==> src/rtl/usb_rx_pkg.sv <==
// Shared types and constants for the USB receive path.
package usb_rx_pkg;

    // Bit-unstuff FSM: HUNT counts a run, STUFF waits for the stuffed bit.
    typedef enum logic {
        HUNT  = 1'b0,
        STUFF = 1'b1
    } unstuff_state_t;

    // Run length after which USB inserts a stuffed zero.
    localparam int USB_STUFF_RUN = 6;

    // True when a sampled bit belongs to the counted run polarity.
    function automatic logic is_run_bit(input logic bit_val, input logic pol);
        return (bit_val == pol);
    endfunction

endpackage

==> src/rtl/run_length_counter.sv <==
// Saturating run-length counter with a sync clear and a terminal-hit pulse.
// term_hit is high in the cycle whose count_enable makes the count reach TERM,
// so the owner can react on the same edge the counter reaches its top value.
module run_length_counter #(
    parameter int CNT_W = 3,
    parameter int TERM  = 6
) (
    input  logic             clk,
    input  logic             n_rst,
    input  logic             clear,
    input  logic             count_enable,
    output logic [CNT_W-1:0] count_out,
    output logic             term_hit
);

    localparam logic [CNT_W-1:0] TERM_V    = CNT_W'(TERM);
    localparam logic [CNT_W-1:0] TERM_M1_V = CNT_W'(TERM - 1);

    logic [CNT_W-1:0] count_r;

    // Count enabled bits, clear has priority, never move past TERM.
    always_ff @(posedge clk or negedge n_rst) begin
        if (!n_rst) begin
            count_r <= {CNT_W{1'b0}};
        end else if (clear) begin
            count_r <= {CNT_W{1'b0}};
        end else if (count_enable && (count_r != TERM_V)) begin
            count_r <= count_r + CNT_W'(1);
        end else begin
            count_r <= count_r;
        end
    end

    assign count_out = count_r;
    assign term_hit  = count_enable & ~clear & (count_r == TERM_M1_V);

endmodule

==> src/rtl/bit_unstuff_param.sv <==
// USB Rx bit-unstuff controller: counts runs of RUN_POL bits on each sample
// strobe, marks the bit following RUN_LEN of them as stuffed and checks it.
module bit_unstuff_param
    import usb_rx_pkg::*;
#(
    parameter int   RUN_LEN = USB_STUFF_RUN,
    parameter logic RUN_POL = 1'b1,
    parameter int   CNT_W   = $clog2(RUN_LEN + 1)
) (
    input  logic             clk,
    input  logic             n_rst,
    input  logic             enable,
    input  logic             clear,
    input  logic             d_orig,
    input  logic             shift_enable,
    output logic             shift_stop,
    output logic             stuff_err,
    output logic [CNT_W-1:0] run_count
);

    unstuff_state_t state_r;
    logic           shift_stop_r;
    logic           stuff_err_r;
    logic           run_bit_s;
    logic           cnt_clear_s;
    logic           cnt_en_s;
    logic           term_hit_s;

    // Counter control: the counter only runs in HUNT and restarts on any
    // break of the run, on bypass/clear, and while a stuffed bit is pending.
    always_comb begin
        run_bit_s   = is_run_bit(d_orig, RUN_POL);
        cnt_clear_s = 1'b0;
        cnt_en_s    = 1'b0;
        if (clear || !enable || (state_r == STUFF)) begin
            cnt_clear_s = 1'b1;
        end else if (shift_enable && !run_bit_s) begin
            cnt_clear_s = 1'b1;
        end else begin
            cnt_en_s = shift_enable;
        end
    end

    run_length_counter #(
        .CNT_W (CNT_W),
        .TERM  (RUN_LEN)
    ) u_run_cnt (
        .clk          (clk),
        .n_rst        (n_rst),
        .clear        (cnt_clear_s),
        .count_enable (cnt_en_s),
        .count_out    (run_count),
        .term_hit     (term_hit_s)
    );

    // FSM with registered shift_stop and sticky stuff_err.
    always_ff @(posedge clk or negedge n_rst) begin
        if (!n_rst) begin
            state_r      <= HUNT;
            shift_stop_r <= 1'b0;
            stuff_err_r  <= 1'b0;
        end else if (clear) begin
            state_r      <= HUNT;
            shift_stop_r <= 1'b0;
            stuff_err_r  <= 1'b0;
        end else if (!enable) begin
            state_r      <= HUNT;
            shift_stop_r <= 1'b0;
            stuff_err_r  <= stuff_err_r;
        end else begin
            case (state_r)
                HUNT: begin
                    if (term_hit_s) begin
                        state_r      <= STUFF;
                        shift_stop_r <= 1'b1;
                    end else begin
                        state_r      <= HUNT;
                        shift_stop_r <= 1'b0;
                    end
                    stuff_err_r <= stuff_err_r;
                end
                STUFF: begin
                    if (shift_enable) begin
                        state_r      <= HUNT;
                        shift_stop_r <= 1'b0;
                        stuff_err_r  <= stuff_err_r | run_bit_s;
                    end else begin
                        state_r      <= STUFF;
                        shift_stop_r <= 1'b1;
                        stuff_err_r  <= stuff_err_r;
                    end
                end
                default: begin
                    state_r      <= HUNT;
                    shift_stop_r <= 1'b0;
                    stuff_err_r  <= stuff_err_r;
                end
            endcase
        end
    end

    assign shift_stop = shift_stop_r;
    assign stuff_err  = stuff_err_r;

endmodule
==> config.mk <==
export PLATFORM = sky130hd
export DESIGN_NAME = bit_unstuff_param
export DESIGN_NICKNAME = d
export VERILOG_FILES = /design/src/rtl/usb_rx_pkg.sv /design/src/rtl/run_length_counter.sv /design/src/rtl/bit_unstuff_param.sv
export SDC_FILE = /design/constraint.sdc
export NUM_CORES = 1
export LEC_CHECK = 0
export ABC_AREA = 1
export BUFFER_PORTS_ARGS = -buffer_cell sky130_fd_sc_hd__buf_2
export CAP_MARGIN = 20
export CORE_AREA = 3 3 40 42
export DETAILED_ROUTE_END_ITERATION = 7
export DIE_AREA = 0 0 43 45
export PLACE_DENSITY_LB_ADDON = 0.05
export REMOVE_ABC_BUFFERS = 1
export SETUP_SLACK_MARGIN = 0.3
export SYNTH_ARGS = -nofsm -noshare
export SYNTH_HDL_FRONTEND = slang
export SYNTH_SLANG_ARGS = --single-unit
==> constraint.sdc <==
create_clock -name clk -period 2.05 [get_ports clk]
set_input_delay 0.1025 -clock clk [delete_from_list [all_inputs] [get_ports clk]]
set_output_delay 0.1025 -clock clk [all_outputs]
set_load 0.01 [all_outputs]
* Yosys cells after proc, flatten, opt, wreduce, memory -nomap -nowiden
Index checks and enable logic that the tools add are counted.
W data, S select, Z words.
** Storage, ports and cells
- Output and inout bits :: 5
- Bits in registers :: 5
- Word-level logic and storage cells :: 37
- Bits of input ports :: 6
** Cells by class
- Reduce and logical (&&, ||, !) cells :: 9
- Multiplexer cells :: 15
- Add/subtract/negate cells :: 1
- Bitwise logic cells :: 5
- Equality and inequality tests :: 4
** Operator list (count)
- $mux W1 :: 12
- $mux W3 :: 2
- $ne A3 B3 Y1 const B :: 2
- $reduce_bool A2 Y1 :: 2
- $add A3 B1 Y3 const B :: 1
- $eq A3 B3 Y1 const B :: 1
- $reduce_and A3 Y1 :: 1
- $and A1 B1 Y1 :: 2
- $logic_and A1 B1 Y1 :: 2
- $logic_not A1 Y1 :: 2
- $logic_or A1 B1 Y1 :: 2
- $ne A2 B2 Y1 const B :: 1
- $not A1 Y1 :: 2
- $pmux W1 S2 :: 1
- $or A1 B1 Y1 :: 1

* Longest topological paths before layout
Gate-level depths: netlist of run 1.
- Depth in word-level cells :: 11
- Depth in mapped cells :: 7
- Mapped depth without buffers :: 7

* By module
A second synthesis of run 1 with hierarchy kept.
** Unflattened totals
- Cell total of the unflattened synthesis :: 45
- Area total of the unflattened synthesis :: 317.8 um^2
** Modules (own cells, without submodules)
- run_length_counter :: area an instance 211.5 um^2, instances 1, seq. area each 75.1 um^2, cells an instance 29
- bit_unstuff_param :: area an instance 106.4 um^2, instances 1, seq. area each 50.0 um^2, cells an instance 16

* Worst setup path before layout of run 1
Ideal clock, no wire load.
- Path kind :: register to register
- Start :: register u_run_cnt.count_r[0] (netlist: u_run_cnt.count_out[0])
- End :: register u_run_cnt.count_r[2] (netlist: u_run_cnt.count_out[2])
- Clock period less this slack :: 1128 ps
- Buffers on the path :: 0
- Cell stages (with the launch flop) :: 7
- Data required time :: 1933 ps
- Arrival :: 1011 ps
- Path slack :: 922 ps
- Library setup time :: 117 ps
- Path through :: dfrtp_1 inv_1 ha_1 nand2_1 nand3_4 nand3_1 nand2_1
** Between the ends
- Cells in the longest elaborated chain, start to end :: 3
- Elaborated cells on any way between the ends :: 6
- Those cells by class :: add/sub (1); eq/ne (1); mux (2); reduce/logical (2)
** Ends and longest elaborated chain
- start: declaration :: line run_length_counter.sv:19 : logic [CNT_W-1:0] count_r;
- start signal: assignment :: line run_length_counter.sv:24 : count_r <= {CNT_W{1'b0}};
- start signal: assignment :: line run_length_counter.sv:26 : count_r <= {CNT_W{1'b0}};
- start signal: assignment :: line run_length_counter.sv:28 : count_r <= count_r + CNT_W'(1);
- $add A3 B1 Y3 / $ne A3 B3 Y1 (equally long branches) :: line run_length_counter.sv:28, run_length_counter.sv:27
- $mux W3 / $logic_and A1 B1 Y1 (equally long branches) :: line run_length_counter.sv:27 : end else if (count_enable && (count_r != TERM_V)) begin
- $mux W3 / $reduce_bool A2 Y1 (equally long branches)
Several ways; a longest one is shown, not always the timed one. The select of a mux whose other input is x is not followed.
A chain may end at the register's enable or synchronous reset.

* Final worst setup path of run 1
- Start :: register u_run_cnt.count_r[0] (netlist: u_run_cnt.count_out[0])
- End :: register u_run_cnt.count_r[0] (netlist: u_run_cnt.count_out[0])
The elaborated chain is that of the path after synthesis.

==> impl_metrics.csv, run 1 <==
group,metric,value,unit
status,status,"finished clean",
yosys,synth_compound_area_share,2.694,%
sta,max_freq,0.8426,GHz
routing,avgRoutedWirePerCell,10.15,um
yosys,synth_top_area_share,33.67,%
global_routing,grt_pass1_wl,1.311,mm
die,fp.dieH,45,um
die,die_w,43,um
routing,wl,751,um
cells_and_area,num_antenna_cells,0,
hold_path,min_path_type,"in2reg",
cells_and_area,area_growth,28.28,%
worst_setup_path,cp.required,2.17,ns
clock_network,clockBufferDepth,2,
yosys,synth_top_family_by_area,"simple AND/OR/NAND/NOR gates",
yosys,synth-warning-count,0,
sta,fin_tns_setup,0,ns
sta,whs,0.1058,ns
sta,max_slew_margin,81.56,%
power,p_leak,0.2477,nW
sta,setup_ws,0.8631,ns
placed_design,dp_cells,69,
sta,drv_slew,0,
yosys,netlist_top_cells_area,"dfrtp_1, ha_1, nand2_1",
clock_network,cts_sinks,5,
clock_network,cts-buffers-inserted,3,
cells_and_area,final_util,37.10,%
cells_and_area,fin_area,476.7,sq um
worst_setup_path,worstPathArrival,1.31,ns
yosys,synthXorXnorAreaFrac,2.357,%
sta,fin_crit_sh,57.90,%
placed_design,place_area,440.4,sq um
power,p_total,0.2426,mW
yosys,ys_ff_latch,5,
cells_and_area,fin_cells,74,
yosys,ys_types,17,
placed_design,place.port_buffers,10,
yosys,yosys.area_share.simple,42.09,%
global_routing,grt_max_degree,6,
flow_run,maxCapViolCount,0,
worst_setup_path,cp-end-kind,"flop",
yosys,muxShareOfSynthArea,0,%
yosys,yosysTopAreaCell,"dfrtp_1",
clock_network,htree_num_levels,1,
sta,finalSetupViolations,0,
die,io_pins,11,
clock_network,clk_pin_slew_worst_paths,0.04,ns
routing,drt_iter0_markers,11,
cells_and_area,final.fill_count,134,
yosys,synthTopCellsByCount,"nand2_1, inv_1, dfrtp_1",
global_routing,grt_pass1_vias,318,
worst_setup_path,worstSetupPathType,"reg2reg",
global_routing,grtUsageTotal,9.631,%
die,start_util,28.92,%
placed_design,gp_congestion,0.6802,
die,rows,13,
routing,ant_nets,0,
yosys,ys_seq_area_share,33.67,%
cells_and_area,nNetsFinal,69,
sta,fin_worst_skew,0.0001485,ns
yosys,syn_area_per_cell,8.446,sq um
clock_network,cts_tree,"built",
global_routing,antenna_found_initial,0,
die,fp.dieArea,1935,sq um
sta,tightestPinTransition,0.2766,ns
clock_network,insertion_delay,0.23,ns
worst_setup_path,startpoint_type,"flop",
yosys,synth-edff-count,0,
yosys,synth_ff_type,"dfrtp_1",
yosys,synthAdderAreaFrac,10.10,%
placed_design,dp_slack,0.8759,ns
sta,fin_crit,1.187,ns
placed_design,dp_hpwl,619.8,um
die,core,1285,sq um
yosys,yosysMostFrequentCell,"nand2_1",
routing,route.detailed.drc,0,
routing,viasPerCell,4.176,
cells_and_area,layout-drive-gt1-share,38.98,%
routing,drt_first_pass_iters,4,
power,vdd_ir_drop_max,0.0002884,V
routing,vias,309,
yosys,syn_area,371.6,sq um
sta,rsz0062_at_grt,"no",
yosys,postSynthCellCount,44,
clock_network,cts_root_buf,"clkbuf_4",
sta,hold_viol_final,0,
yosys,synthArstFlopShare,100.0,%
worst_setup_path,cp_max_fo,5,
power,power.density,509.0,nW/um^2
global_routing,overflow,0,
==> placed cells by master, fill, tap and decap left out <==
cell | Yosys | routed
dlygate4sd3_1 | 0 | 1
nand2_1 | 9 | 9
inv_1 | 6 | 6
xnor2_1 | 1 | 1
o21ai_0 | 1 | 1
clkbuf_4 | 0 | 3
nand2_2 | 3 | 3
o21ai_1 | 1 | 1
ha_1 | 3 | 3
dfrtp_1 | 5 | 5
nand3_1 | 3 | 3
inv_2 | 2 | 2
nor2_4 | 2 | 2
nand3_4 | 1 | 1
nand4_1 | 3 | 3
nor2_1 | 1 | 1
nor2_8 | 1 | 1
clkinv_1 | 1 | 1
clkbuf_1 | 0 | 1
nor2_2 | 1 | 1
buf_2 | 0 | 10
==> path summary, 6_finish.rpt <==
path,from,end,slack (ns),cells after the start
max,u_run_cnt.count_out[0],u_run_cnt.count_out[0],0.86,6
min,shift_enable,shift_stop,0.11,2
max reg2reg,u_run_cnt.count_out[0],u_run_cnt.count_out[0],0.86,6
min reg2reg,stuff_err,stuff_err,0.49,2
max in group asynchronous,n_rst,u_run_cnt.count_out[0],1.71,2
min in group asynchronous,n_rst,u_run_cnt.count_out[2],0.22,2
==> per-layer routing <==
layer  routed length (um)  GRT usage [%]  vias up
met5                    0              0        -
met4                    0          9.036        0
met3                   34          3.984        0
met2                  398          13.77        9
met1                  317          10.78      133
li1                     -              -      167
==> power breakdown <==
part	switching [mW]	leakage (nW)	internal, mW
Clock	0.0356	0.0150	0.0733
Combinational	0.0202	0.163	0.0125
Sequential	0.00115	0.0696	0.100
Total	0.0569	0.248	0.186
==> what timing repair did <==
action                                 4_1_cts  5_1_grt
hold buffers                                 1        0
resized for setup                            0        0
endpoints found under the hold margin        5        0
setup endpoints to repair                    0        0
buffers inserted                             0        0
==> state kept, by name, summed over array words and instances, names as in the netlist <==
register	cells
shift_stop	1
stuff_err	1
u_run_cnt.count_out	3
==> cell families after synthesis <==
family                     after synthesis
AOI/OAI and AO/OA                        2
xor gates and xnor gates                 1
adders and majority gates                3
buffers and inverters                    9
DFF                                      5
and+or+nand+nor                         24
==> cell type report <==
class / instances / area (sq um) / share of cell area, %
tap: 15 / 18.77 / 3.937
sequential: 5 / 125.1 / 26.25
clock buffer: 4 / 26.28 / 5.512
inverter: 9 / 33.78 / 7.087
multi-input combinational: 30 / 212.7 / 44.62
timing repair buffer: 11 / 60.06 / 12.60
==> critical path: stages, from the launching register on <==
cell and delay [ns]:
dfrtp_1 0.41, inv_1 0.09, ha_1 0.19, nand2_1 0.15, nand3_4 0.10, nand3_1 0.07, nand2_1 0.05
Note: power is estimated with default switching activity, not from simulation.
==> run 2: changes to the inputs <==
Settings changed: ABC_AREA 1 to 0.
Clock period 2.05 ns to 1.23 ns, I/O delays scaled along.
==> impl_metrics.csv, run 2 <==
group,metric,value,unit
routing,ant_nets,0,
power,power.switching,0.09420,mW
power,vdd_ir_drop_max,0.0005872,V
power,p_seq_share,41.2,%
cells_and_area,fin_cells,63,
sta,fin_worst_skew,0.004649,ns
yosys,synth_ff_type,"dfrtp_1",
routing,wl,717,um
power,power.density,844.5,nW/um^2
yosys,ys_types,15,
routing,drt_first_pass_iters,3,
worst_setup_path,cp-end-kind,"flop",
yosys,syn_area_per_cell,10.95,sq um
die,io_pins,11,
yosys,ys_seq_area_share,40.82,%
sta,max_freq,0.8454,GHz
global_routing,grt_pass1_wl,1.193,mm
cells_and_area,fin_area,483.0,sq um
sta,drv_slew,0,
hold_path,min_path_type,"in2reg",
worst_setup_path,worstSetupPathType,"reg2reg",
die,core,1285,sq um
cells_and_area,final_common_cell,"buf_2",
routing,route.detailed.drc,0,
sta,fin_crit,1.183,ns
sta,fin_crit_sh,96.17,%
clock_network,insertion_delay,0.25,ns
cells_and_area,layout-drive-gt1-share,52.08,%
cells_and_area,mostFrequentLayoutCells,"buf_2, dfrtp_1",
power,clkPwrFrac,47.3,%
cells_and_area,nNetsFinal,58,
sta,whs,0.03109,ns
sta,tightestPinTransition,0.1645,ns
yosys,synthArstFlopShare,100.0,%
clock_network,htree_num_levels,1,
global_routing,grt_max_degree,7,
sta,max_slew_margin,88.72,%
die,fp.dieH,45,um
yosys,yosysMostFrequentCell,"dfrtp_1",
global_routing,grtUsageTotal,8.961,%
worst_setup_path,cp.required,1.36,ns
sta,finalSetupViolations,0,
worst_setup_path,startpoint_type,"flop",
clock_network,cts_tree,"built",
cells_and_area,num_antenna_cells,0,
sta,fin_tns_setup,0,ns
clock_network,clockBufferDepth,2,
global_routing,grt_pass1_vias,271,
yosys,postSynthCellCount,28,
yosys,yosysTopAreaCell,"dfrtp_1",
clock_network,clk_pin_slew_worst_paths,0.05,ns
sta,hold_viol_final,0,
yosys,ys_ff_latch,5,
placed_design,dp_cells,55,
yosys,synth-warning-count,0,
die,start_util,23.86,%
placed_design,gp_congestion,0.7665,
clock_network,cts_sinks,5,
die,die_w,43,um
yosys,synthTopCellsByCount,"dfrtp_1, ha_1, mux2i_1, nand3_1",
placed_design,place_area,390.4,sq um
flow_run,maxCapViolCount,0,
power,p_total,0.4079,mW
worst_setup_path,worstPathArrival,1.31,ns
status,status,"finished clean",
routing,vias,284,
sta,setup_ws,0.04712,ns
worst_setup_path,worstPathCellList,"inv_1 > ha_1 > and4b_2 > mux2i_1 > nor3b_2",
cells_and_area,largest_register_ffs,3,
worst_setup_path,cp_max_fo,5,
routing,drt_iter0_markers,2,
cells_and_area,area_growth,57.55,%
power,comb_power_share,11.5,%
placed_design,place.port_buffers,10,
routing,avgRoutedWirePerCell,11.38,um
clock_network,cts_root_buf,"clkbuf_4",
yosys,synth_top_area_share,40.82,%
sta,rsz0062_at_grt,"yes",
yosys,synth-edff-count,0,
worst_setup_path,cp_slowest_cell,"dfrtp_1",
clock_network,cts-buffers-inserted,3,
die,rows,13,
placed_design,dp_slack,0.04484,ns
worst_setup_path,slowest_delay,0.40,ns
global_routing,antenna_found_initial,0,
power,p_sw_share,23.09,%
yosys,syn_area,306.5,sq um
global_routing,overflow,0,
die,fp.dieArea,1935,sq um
routing,viasPerCell,4.508,
power,p_leak,0.2480,nW
cells_and_area,final_util,37.59,%
power,intPower,0.3137,mW
yosys,netlist_top_cells_area,"dfrtp_1, ha_1, mux2i_1",
==> run 2: repair_timing <==
action / 4_1_cts / 5_1_grt
buffers inserted: 3 / 0
hold endpoints to repair: 5 / 0
gates resized for setup: 4 / 4
endpoints found under the setup margin: 5 / 7
hold buffers: 1 / 0
pin swaps: 3 / 2
==> run 2: kinds of logic after synthesis <==
| logic type | share of synthesized area [%] |
|---|---|
| fa+ha+maj | 12.25 |
| mux | 9.796 |
| flops | 40.82 |
| buf+inv | 2.450 |
| compound gates | 7.350 |
| simple gates | 27.34 |
==> run 2: cell type report <==
type	instances	area (sq um)
Tap cell	15	18.77
Inverter	2	7.507
Clock buffer	4	26.28
Multi-Input combinational cell	21	193.9
Timing Repair Buffer	16	111.4
Sequential cell	5	125.1
Fill cell	134	802.0
==> run 2: worst paths after layout <==
kind                                         from                endpoint  slack (ns)  depth (start not counted)
max                        u_run_cnt.count_out[1]              shift_stop        0.05                          5
min reg2reg                             stuff_err               stuff_err        0.50                          2
min in group asynchronous                   n_rst              shift_stop        0.16                          2
max reg2reg                u_run_cnt.count_out[1]              shift_stop        0.05                          5
min                                         clear              shift_stop        0.03                          2
max in group asynchronous                   n_rst  u_run_cnt.count_out[1]        0.93                          2
==> run 2: per-layer routing <==
metal / track usage, % / wire length [um]
met1: 8.824 / 305
met2: 13.77 / 361
met3: 6.375 / 35
met4: 5.422 / 14
met5: 0 / 0
==> run 2: power groups by stage <==
stage | Sequential [mW] | Combinational (mW) | Clock [mW]
after global routing | 0.168 | 0.0518 | 0.224
after detailed placement | 0.170 | 0.0374 | 0
after CTS | 0.168 | 0.0462 | 0.206
after global placement | 0.171 | 0.0376 | 0
after floorplan | 0.171 | 0.0123 | 0
final | 0.168 | 0.0468 | 0.193
==> run 2: worst max-delay path: cells and delay by family (launching register included) <==
kind,cells,cell delay (ns)
flip-flops,1,0.40
AND/OR/NAND/NOR,2,0.28
adder cells (fa/ha/maj),1,0.17
multiplexers,1,0.17
buffers and inverters,1,0.06
==> run 3: changes to the inputs <==
Settings changed: HOLD_SLACK_MARGIN from default to 0.12.
==> impl_metrics.csv, run 3 (same netlist as run 2, synthesis figures left out) <==
group,metric,value,unit
worst_setup_path,startpoint_type,"flop",
worst_setup_path,r2r_start,"u_run_cnt.count_out[1]",
die,rows,13,
global_routing,grt_max_degree,7,
worst_setup_path,cp_slowest_cell,"dfrtp_1",
sta,max_freq,0.8464,GHz
cells_and_area,mostFrequentLayoutCells,"buf_2, dfrtp_1",
sta,fin_tns_setup,0,ns
die,die_w,43,um
sta,finalSetupViolations,0,
worst_setup_path,crit_family,"flip-flops",
cells_and_area,num_antenna_cells,0,
worst_setup_path,cp-end-kind,"flop",
placed_design,dp_cells,55,
global_routing,grt_pass1_vias,271,
clock_network,clk_pin_slew_worst_paths,0.05,ns
placed_design,place_area,390.4,sq um
cells_and_area,final.fill_count,132,
flow_run,maxCapViolCount,0,
power,p_leak,0.2563,nW
sta,fin_worst_skew,0.004648,ns
global_routing,grt_pass1_wl,1.193,mm
cells_and_area,seq_area,125.1,sq um
power,p_total,0.4131,mW
routing,viasPerCell,4.462,
sta,max_slew_margin,88.81,%
routing,vias,290,
die,fp.dieArea,1935,sq um
hold_path,min_to,"stuff_err",
placed_design,gp_congestion,0.7665,
worst_setup_path,slowest_delay,0.40,ns
worst_setup_path,r2r_cells,5,
die,fp.dieH,45,um
routing,top_layer,"met4",
cells_and_area,nNetsFinal,60,
worst_setup_path,worstPathArrival,1.31,ns
worst_setup_path,rr_endpoint,"shift_stop",
clock_network,cts_root_buf,"clkbuf_4",
clock_network,cts_sinks,5,
power,power.density,821.4,nW/um^2
clock_network,cts_tree,"built",
die,core,1285,sq um
routing,route.detailed.drc,0,
worst_setup_path,worstPathCellList,"inv_1 > ha_1 > and4b_2 > mux2i_1 > nor3b_2",
hold_path,whs_path_depth,3,
routing,wl_met2,385,um
routing,wl,768,um
global_routing,overflow,0,
status,status,"finished clean",
cells_and_area,fin_area,503.0,sq um
global_routing,antenna_found_initial,0,
sta,hold_viol_final,0,
cells_and_area,final_common_cell,"buf_2",
clock_network,clockBufferDepth,2,
routing,wl_met1,331,um
routing,drt_iter0_markers,3,
sta,drv_slew,0,
cells_and_area,fin_cells,65,
hold_path,min_from,"enable",
routing,avgRoutedWirePerCell,11.82,um
sta,rsz0062_at_grt,"yes",
worst_setup_path,cp_max_fo,5,
worst_setup_path,cp_num_buf_inv,1,
cells_and_area,area_growth,64.08,%
worst_setup_path,cp.required,1.36,ns
sta,fin_crit_sh,96.06,%
worst_setup_path,ff2ff_setup_slack,0.05,ns
worst_setup_path,worstSetupPathType,"reg2reg",
sta,tightestPinTransition,0.1632,ns
clock_network,insertion_delay,0.25,ns
cells_and_area,layout-drive-gt1-share,50.00,%
routing,wl_met3,35,um
global_routing,grtUsageTotal,8.961,%
die,io_pins,11,
clock_network,htree_num_levels,1,
clock_network,cts-buffers-inserted,3,
placed_design,place.port_buffers,10,
die,start_util,23.86,%
hold_path,min_path_type,"in2reg",
sta,fin_crit,1.182,ns
routing,ant_nets,0,
routing,drt_first_pass_iters,3,
cells_and_area,largest_register_ffs,3,
cells_and_area,multi_input_area,193.9,sq um
power,vdd_ir_drop_max,0.0006004,V
[run 3: changes by cell type in the layout (fill, tap and decap cells not counted)]
cell / delta
dlygate4sd3_1: +2
[run 3: timing repair]
| action | 4_1_cts | 5_1_grt |
|---|---|---|
| buffers inserted | 3 | 0 |
| setup endpoints to repair | 5 | 7 |
| pin swaps | 3 | 2 |
| gates resized for setup | 4 | 4 |
| hold buffers | 1 | 2 |
| endpoints found under the hold margin | 7 | 2 |
[run 3: cell type report]
class / count / area share (%)
clock buffers: 4 / 5.224
multi-input cells: 21 / 38.56
well taps: 15 / 3.731
flip-flops and latches: 5 / 24.88
repair buffers: 18 / 26.12
inverters: 2 / 1.493
[run 3: routing by layer]
layer	up-vias	track usage, %
met3	2	6.375
met2	6	13.77
met5	-	0
li1	149	-
met4	0	5.422
met1	133	8.824
[run 3: worst reg2reg max path, cell delays in order, from the launching register on]
cell and delay [ns]:
dfrtp_1 0.40, inv_1 0.06, ha_1 0.17, and4b_2 0.21
mux2i_1 0.16, nor3b_2 0.07
[run 3: worst max path at each step]
stage                                 startpoint                      to  slack (ns)  cells after the start
final                     u_run_cnt.count_out[1]              shift_stop        0.05                      5
after global routing      u_run_cnt.count_out[1]              shift_stop        0.01                      5
after CTS                 u_run_cnt.count_out[1]              shift_stop        0.04                      5
after detailed placement  u_run_cnt.count_out[1]              shift_stop        0.04                      5
after global placement                shift_stop  u_run_cnt.count_out[1]        0.05                      3
after floorplan           u_run_cnt.count_out[0]  u_run_cnt.count_out[2]        0.08                      3
[run 3: through the flow]
stage	utilization (%)	hold WS, ns	setup WS, ns
after CTS	36.03	0.001180	0.04105
after floorplan	-	-0.2341	0.08472
after global placement	30.38	-0.1155	0.05059
after global routing	39.14	0.1540	0.009689
final	39.14	0.1520	0.04848
after detailed placement	30.38	-0.1176	0.04484
[run 3: power by group]
part | switching [mW] | internal, mW | leakage (nW)
registers | 0.00154 | 0.166 | 0.0696
clock network | 0.0702 | 0.123 | 0.0150
logic | 0.0235 | 0.0286 | 0.172
total | 0.0953 | 0.318 | 0.256
